--- src/rtl/fetch_datapath_if.sv ---
// Fetch datapath bundle: control strobes, W-bus, programming port and status.
// master = sequencer/bench side, slave = fetch_datapath.
interface fetch_datapath_if #(
    parameter int AW = 4,
    parameter int DW = 8
);
    // control strobes from control_Unit
    logic          cp;
    logic          ep;
    logic          lm;
    logic          ce;
    logic          li;
    logic          ei;
    // W-bus
    logic [DW-1:0] bus_in;
    logic [DW-1:0] bus_out;
    logic          bus_drv;
    // programming port
    logic          prog_mode;
    logic          prog_we;
    logic [AW-1:0] prog_addr;
    logic [DW-1:0] prog_data;
    // architectural state / status
    logic [3:0]    ireg;
    logic [AW-1:0] pc;
    logic [AW-1:0] mar;
    logic          halt;
    logic          bus_err;

    modport master (
        output cp, ep, lm, ce, li, ei, bus_in,
        output prog_mode, prog_we, prog_addr, prog_data,
        input  bus_out, bus_drv, ireg, pc, mar, halt, bus_err
    );

    modport slave (
        input  cp, ep, lm, ce, li, ei, bus_in,
        input  prog_mode, prog_we, prog_addr, prog_data,
        output bus_out, bus_drv, ireg, pc, mar, halt, bus_err
    );
endinterface

--- src/rtl/fetch_datapath.sv ---
// Fetch-side datapath: PC, MAR, program RAM and IR around the shared W-bus.
// Executes the control_Unit strobes, returns the opcode nibble, and offers a
// RAM programming port that is only honoured while the CPU is held in prog_mode.
module fetch_datapath #(
    parameter int         AW     = 4,
    parameter int         DW     = 8,
    parameter logic [3:0] HLT_OP = 4'hF
) (
    input  logic             clk,
    input  logic             clr,
    fetch_datapath_if.slave  io
);
    localparam int DEPTH = 2 ** AW;

    logic [AW-1:0] pc;
    logic [AW-1:0] mar;
    logic [DW-1:0] ir;
    logic          halt;
    logic          bus_err;
    logic [DW-1:0] mem [DEPTH];

    logic          run;
    logic          drv;
    logic [DW-1:0] drv_val;
    logic [DW-1:0] bus_val;
    logic          multi_drv;

    // Strobes only act when neither programming nor halted.
    assign run       = ~io.prog_mode & ~halt;
    assign drv       = run & (io.ep | io.ce | io.ei);
    assign multi_drv = (io.ep & io.ce) | (io.ep & io.ei) | (io.ce & io.ei);

    // Internal bus driver mux, priority ce > ei > ep; zero when not driving.
    always_comb begin
        drv_val = '0;
        if (drv) begin
            if (io.ce)
                drv_val = mem[mar];
            else if (io.ei)
                drv_val = DW'(ir[AW-1:0]);
            else
                drv_val = DW'(pc);
        end
    end

    // Loads see our own value when we drive, otherwise the external bus.
    assign bus_val = drv ? drv_val : io.bus_in;

    // PC / MAR / IR / status registers with asynchronous clear.
    always_ff @(posedge clk or negedge clr) begin
        if (!clr) begin
            pc      <= '0;
            mar     <= '0;
            ir      <= '0;
            halt    <= 1'b0;
            bus_err <= 1'b0;
        end else if (io.prog_mode) begin
            // programming parks the CPU at address 0; bus_err survives
            pc   <= '0;
            mar  <= '0;
            ir   <= '0;
            halt <= 1'b0;
        end else if (run) begin
            if (io.cp)
                pc <= pc + 1'b1;
            if (io.lm)
                mar <= bus_val[AW-1:0];
            if (io.li)
                ir <= bus_val;
            // halt reacts to the IR contents already latched, one cycle after li
            if (ir[DW-1:DW-4] == HLT_OP)
                halt <= 1'b1;
            if (multi_drv)
                bus_err <= 1'b1;
        end
    end

    // Program RAM write port; contents are not cleared and writes are
    // suppressed while clr is asserted.
    always_ff @(posedge clk) begin
        if (clr && io.prog_mode && io.prog_we)
            mem[io.prog_addr] <= io.prog_data;
    end

    assign io.bus_out = drv_val;
    assign io.bus_drv = drv;
    assign io.ireg    = ir[DW-1:DW-4];
    assign io.pc      = pc;
    assign io.mar     = mar;
    assign io.halt    = halt;
    assign io.bus_err = bus_err;
endmodule

--- src/flat_wrapper.sv ---
// flat-port wrapper written by rule: the top's interface ports become plain ports
module fetch_datapath_flat 
#(
    parameter int         AW     = 4,
    parameter int         DW     = 8,
    parameter logic [3:0] HLT_OP = 4'hF
)
  (clk, clr, io_cp, io_ep, io_lm, io_ce, io_li, io_ei, io_bus_in, io_prog_mode, io_prog_we, io_prog_addr, io_prog_data, io_bus_out, io_bus_drv, io_ireg, io_pc, io_mar, io_halt, io_bus_err);
  fetch_datapath_if #(.AW(AW), .DW(DW)) io_i ();
  input  logic clk;
  input  logic clr;
  input wire logic [$bits(io_i.cp)-1:0] io_cp;
  input wire logic [$bits(io_i.ep)-1:0] io_ep;
  input wire logic [$bits(io_i.lm)-1:0] io_lm;
  input wire logic [$bits(io_i.ce)-1:0] io_ce;
  input wire logic [$bits(io_i.li)-1:0] io_li;
  input wire logic [$bits(io_i.ei)-1:0] io_ei;
  input wire logic [$bits(io_i.bus_in)-1:0] io_bus_in;
  input wire logic [$bits(io_i.prog_mode)-1:0] io_prog_mode;
  input wire logic [$bits(io_i.prog_we)-1:0] io_prog_we;
  input wire logic [$bits(io_i.prog_addr)-1:0] io_prog_addr;
  input wire logic [$bits(io_i.prog_data)-1:0] io_prog_data;
  output wire logic [$bits(io_i.bus_out)-1:0] io_bus_out;
  output wire logic [$bits(io_i.bus_drv)-1:0] io_bus_drv;
  output wire logic [$bits(io_i.ireg)-1:0] io_ireg;
  output wire logic [$bits(io_i.pc)-1:0] io_pc;
  output wire logic [$bits(io_i.mar)-1:0] io_mar;
  output wire logic [$bits(io_i.halt)-1:0] io_halt;
  output wire logic [$bits(io_i.bus_err)-1:0] io_bus_err;
  assign io_i.cp = io_cp;
  assign io_i.ep = io_ep;
  assign io_i.lm = io_lm;
  assign io_i.ce = io_ce;
  assign io_i.li = io_li;
  assign io_i.ei = io_ei;
  assign io_i.bus_in = io_bus_in;
  assign io_i.prog_mode = io_prog_mode;
  assign io_i.prog_we = io_prog_we;
  assign io_i.prog_addr = io_prog_addr;
  assign io_i.prog_data = io_prog_data;
  assign io_bus_out = io_i.bus_out;
  assign io_bus_drv = io_i.bus_drv;
  assign io_ireg = io_i.ireg;
  assign io_pc = io_i.pc;
  assign io_mar = io_i.mar;
  assign io_halt = io_i.halt;
  assign io_bus_err = io_i.bus_err;
  fetch_datapath #(.AW(AW), .DW(DW), .HLT_OP(HLT_OP)) u_core (.clk(clk), .clr(clr), .io(io_i));
endmodule
--- config.mk ---
export PLATFORM = sky130hd
export DESIGN_NAME = fetch_datapath_flat
export DESIGN_NICKNAME = d
export VERILOG_FILES = /design/src/rtl/fetch_datapath_if.sv /design/src/rtl/fetch_datapath.sv /design/src/flat_wrapper.sv
export SDC_FILE = /design/constraint.sdc
export NUM_CORES = 1
export LEC_CHECK = 0
export BUFFER_PORTS_ARGS = -buffer_cell sky130_fd_sc_hd__buf_2
export CELL_PAD_IN_SITES_DETAIL_PLACEMENT = 2
export CELL_PAD_IN_SITES_GLOBAL_PLACEMENT = 2
export CORE_MARGIN = 2
export CORE_UTILIZATION = 31
export DETAILED_ROUTE_END_ITERATION = 7
export HOLD_SLACK_MARGIN = 0.12
export PLACE_DENSITY = 0.59
export SETUP_SLACK_MARGIN = 0.4
export SLEW_MARGIN = 10
export SYNTH_ARGS = -nofsm -noshare
export SYNTH_HDL_FRONTEND = slang
export SYNTH_SLANG_ARGS = --single-unit
--- constraint.sdc ---
create_clock -name clk -period 2.4 [get_ports clk]
set_clock_uncertainty 0.2 [all_clocks]
set_input_delay 0.36 -clock clk [delete_from_list [all_inputs] [get_ports clk]]
set_output_delay 0.36 -clock clk [all_outputs]
set_load 0.1 [all_outputs]
# Word-level counts from Yosys, hierarchy flattened
# Memory sizes are Yosys's and may differ from the RTL's.
# Cells that the tools add are included.
word_totals:
  regBits: 18
  ram_bits: 128
  output_inout_bits: 23
  memories: 1
  elab_cells: 49
classes:
  muxes: 18
  bitwise: 11
  eq_ne: 1
  n_reduce_logical: 12
  add_sub_neg: 1
memory_table:
  columns: ["memory", "depth", "width", "rd", "rd_clocked_by_memory_dff", "write_ports", "line", "text"]
  rows:
  - ["u_core.mem", 16, 8, 1, 0, 1, "fetch_datapath.sv:20", "logic [DW-1:0] mem [DEPTH];"]
ops:
  columns: ["op", "count"]
  rows:
  - ["$mux W8", 6]
  - ["$mux W4", 7]
  - ["$reduce_bool A2 Y1", 5]
  - ["$reduce_and A2 Y1", 4]
  - ["$and A1 B1 Y1", 5]
  - ["$mux W1", 5]
  - ["$add A4 B1 Y4 const B", 1]
  - ["$eq A4 B4 Y1 const B", 1]
  - ["$or A1 B1 Y1", 4]
  - ["$reduce_and A3 Y1", 1]
  - ["$logic_and A1 B1 Y1", 2]
  - ["$not A1 Y1", 2]

# Depth between registers and ports, before layout
logic_depth:
  word_depth: 8
  depth_mapped: 8
  ltp_nobuf: 6

# Worst setup path before layout
# No wires, ideal clock.
synth_timing:
  path_kind: "register to output"
  start: "reg u_core.mar[0] (netlist: u_core.io.mar[0])"
  end: "out io_bus_out[1]"
  path_buffers: 2
  t_required_ns: 1.840
  stages_incl_launch_ff: 7
  arrival_time_ns: 2.866
  slack_ns: -1.026
  path_cell_list: "dfrtp_1 > buf_6 > buf_4 > mux2i_1 > a2111oi_0 > a31oi_1 > o21ai_2"
synth_between:
  elab_chain_cells: 3
synth_rtl:
  columns: ["item", "line", "text"]
  rows:
  - ["from (decl)", "fetch_datapath.sv:16", "logic [AW-1:0] mar;"]
  - ["from (signal assigned)", "fetch_datapath.sv:67", "mar <= bus_val[AW-1:0];"]
  - ["$mem_v2 Z16 W8", null, null]
  - ["$mux W8", "fetch_datapath.sv:37", "if (io.ce)"]
  - ["$mux W8", "fetch_datapath.sv:36", "if (drv) begin"]
  - ["to (decl)", "flat_wrapper.sv:23", "output wire logic [$bits(io_i.bus_out)-1:0] io_bus_out;"]
# No other way between the ends.

# Final worst setup path
layout_timing:
  start: "reg u_core.mar[0] (netlist: u_core.io.mar[0])"
  end: "out io_bus_out[3]"
# Same word-level chain as after synthesis.

==> reports/results.txt <==
outcome: complete, but fails checks
failing checks: negative setup slack
final setup vio count: 13
worst-path fanout max: 6
Worst path depth: 9
crit path launch: u_core.io.mar[0]
Num CTS Buffers: 17
Seq/Total Area, Yosys: 68.9%
area of the multi-input gates: 0.00206 sq mm
Initial Utilization: 31.8%
FP Rows: 51
Die Y: 146 um
R2R Path Start: u_core.io.mar[0]
Starting DRT DRC Count: 200
Critical Path End: io_bus_out[3]
Die Area: 0.0212 sq mm
Arr. time, crit path: 2440 ps
CTS root buf: clkbuf_16
Core ar.: 0.0196 sq mm
Netlist cell types: 55
hold_sp: io_prog_data[0]
Post-synth EDFFs: 128
GRT overflow: 0
clk buf depth: 2
cell taking the most area after synthesis: edfxtp_1
Pwr Density: 775 mW/mm^2
leakage power: 0.00302 uW
Hold Vio Cnt, Final: 0
Final HPWL DP: 13100 um
TritonRoute pass-1 iters: 4
Vias per Instance: 5.08
Post-Syn Instances: 391
Nets: 546
first-pass GRT wire length: 30400 um
Hold Crit Class: input pin to register
syn_area_per_cell: 15.9 sq um
clk sinks: 146
worst skew pair latency: 430 ps
Mapped Area: 0.00623 sq mm
R2R Setup Slk: -120 ps
via count: 4027
crit-path leading delay family: buffers and inverters
share of the synthesized area in the top cell type: 61.7%
Final period util: 125%
setup TNS: -5000 ps
drt total wl: 20100 um
FF/Latch Area: 0.00431 sq mm
slew of the pin with the lowest slew margin: 620 ps
CP Cell Sequence: buf_12, buf_12, buf_4, mux2i_4, a22oi_2, a31oi_2, o21ba_4, clkinvlp_4, buf_12
Reg2Reg Depth: 9
type of origin of the critical path: register
DR WL/cell: 25.4 um
Worst-path clk slew: 60 ps
Die X: 146 um
Max-cap violations: 0
Slew headroom: 58.6%
number of global-route vias before repair: 4525
H-tree depth: 4
# DRC: 0
Worst path slowest cell: dfrtp_4
dpl ws: -219 ps
area grow syn2layout: 37.5%
gpl congestion: 0.778
filler cell count: 1903
initial antenna violation count: 0
Port Buffers: 52
VDD IR max: 0.543 mV
share of cells above drive strength 1: 43.4%
data required time of the worst path: 1840 ps
ANT nets after route: 0
Crit path largest cell delay: 550 ps
CP endpoint kind: output pin
most frequent CP cell: buf_12
Buf/Inv on CP: 5
largest net degree at the start of global routing: 22
Post-Syn Nets: 422
ys flop type: edfxtp_1
diode count: 0
Synth async-reset ratio: 12.3%
flops & latches, synth: 146
RSZ-0062 raised after global routing: yes
IO Count: 53
Final Max Slew Viols: 0
Synth area leaders: edfxtp_1, dfrtp_1, mux4_2, mux2i_1, nor2_1
crit path time final: 3000 ps
Setup CP Type: register to output pin
synthesis warning total: 0
Final Worst Setup Slack: -599 ps
All-Layer GR Usage: 19.7%
CTS tree: done
f_max: 333 MHz
reg2reg end: u_core.ir[0]
-- cell type report --
| cell class | instances | share of cell area (%) |
|---|---|---|
| clock buffers | 17 | 4.96 |
| well taps | 265 | 3.87 |
| repair buffers | 128 | 14.4 |
| flip-flops and latches | 146 | 50.3 |
| inverters | 6 | 0.394 |
| multi-input cells | 216 | 24.0 |
| clock inverters | 15 | 2.13 |
-- worst min path at each step --
stage / cells past startpoint / slack, ps / endpoint
after floorplan: 0 / -140 / u_core.io.bus_err
after global placement: 2 / 200 / u_core.io.pc[3]
after detailed placement: 2 / 210 / u_core.io.pc[3]
after CTS: 1 / 120 / u_core.mem[0][0]
after global routing: 2 / 130 / u_core.ir[5]
final: 1 / 130 / u_core.mem[0][0]
-- where the power goes --
group / switching, uW / leakage, uW / internal [uW]
logic: 615 / 0.00134 / 430
registers: 31.0 / 0.00138 / 2800
clock network: 1120 / 0.000298 / 1650
total: 1770 / 0.00302 / 4880
-- cells in the final DEF, fill, tap and decap left out, drive strengths merged, types with 8 or more instances in the layout --
master  count
clkinv      8
buf       122
nand3      15
nor2b      13
clkbuf     17
mux4       20
a21oi      12
inv         8
a31o       10
mux2i      23
nand2      23
edfxtp    128
dfrtp      18
nor2       29
-- per-layer routing --
metal | up-vias | part of all wire [%] | track usage [%]
li1 | 1784 | - | -
met1 | 2116 | 45 | 26.0
met2 | 107 | 50 | 33.2
met3 | 20 | 2.9 | 3.20
met4 | 0 | 1.9 | 6.81
met5 | - | 0 | 0
-- cells by family after synthesis --
kind of cell | synth area share, %
buf+inv | 3.01
flops | 68.9
compound gates | 6.99
mux | 11.3
simple gates | 9.10
fa+ha+maj | 0.201
xor+xnor | 0.422
-- state kept, by name, summed over array words and instances (netlist names) --
signal / flops
u_core.mem: 128
u_core.ir: 8
u_core.io.mar: 4
u_core.io.pc: 4
u_core.io.bus_err: 1
u_core.io.halt: 1
-- through the flow --
| step | cells | total power, uW | instance area [sq um] | hold WS [ps] | utilization, % |
|---|---|---|---|---|---|
| 6_report | 793 | 6640 | 8570 | 131 | 43.7 |
| 5_1_grt | 793 | 6860 | 8570 | 130 | 43.7 |
| 4_1_cts | 786 | 6620 | 8380 | 124 | 42.8 |
| 3_5_place_dp | 736 | 3730 | 7320 | 206 | 37.4 |
| 3_3_place_gp | 736 | 3710 | 7320 | 201 | 37.4 |
| 2_1_floorplan | 391 | 3430 | 6410 | -136 | - |
-- Yosys cell counts, types with 4 or more instances --
| cell type | number |
|---|---|
| mux4_1 | 4 |
| a22o_1 | 5 |
| a211o_1 | 4 |
| buf_4 | 5 |
| nor2_1 | 29 |
| nand3_1 | 15 |
| dfrtp_1 | 18 |
| nor2b_1 | 13 |
| a211oi_1 | 6 |
| nor3_1 | 6 |
| mux2i_1 | 23 |
| a21oi_1 | 12 |
| nand2_1 | 23 |
| mux4_2 | 16 |
| clkbuf_1 | 8 |
| buf_2 | 4 |
| a22oi_1 | 5 |
| a31o_1 | 10 |
| nand2b_1 | 7 |
| edfxtp_1 | 128 |
-- repair_timing --
item,in CTS,in global routing
hold endpoints to repair,31,0
endpoints found under the setup margin,48,23
gates resized for setup,63,24
hold buffers,6,0
buffers inserted,9,7
cloned,3,0
pin swaps,16,17
Note: power is estimated with default switching activity, not from simulation.
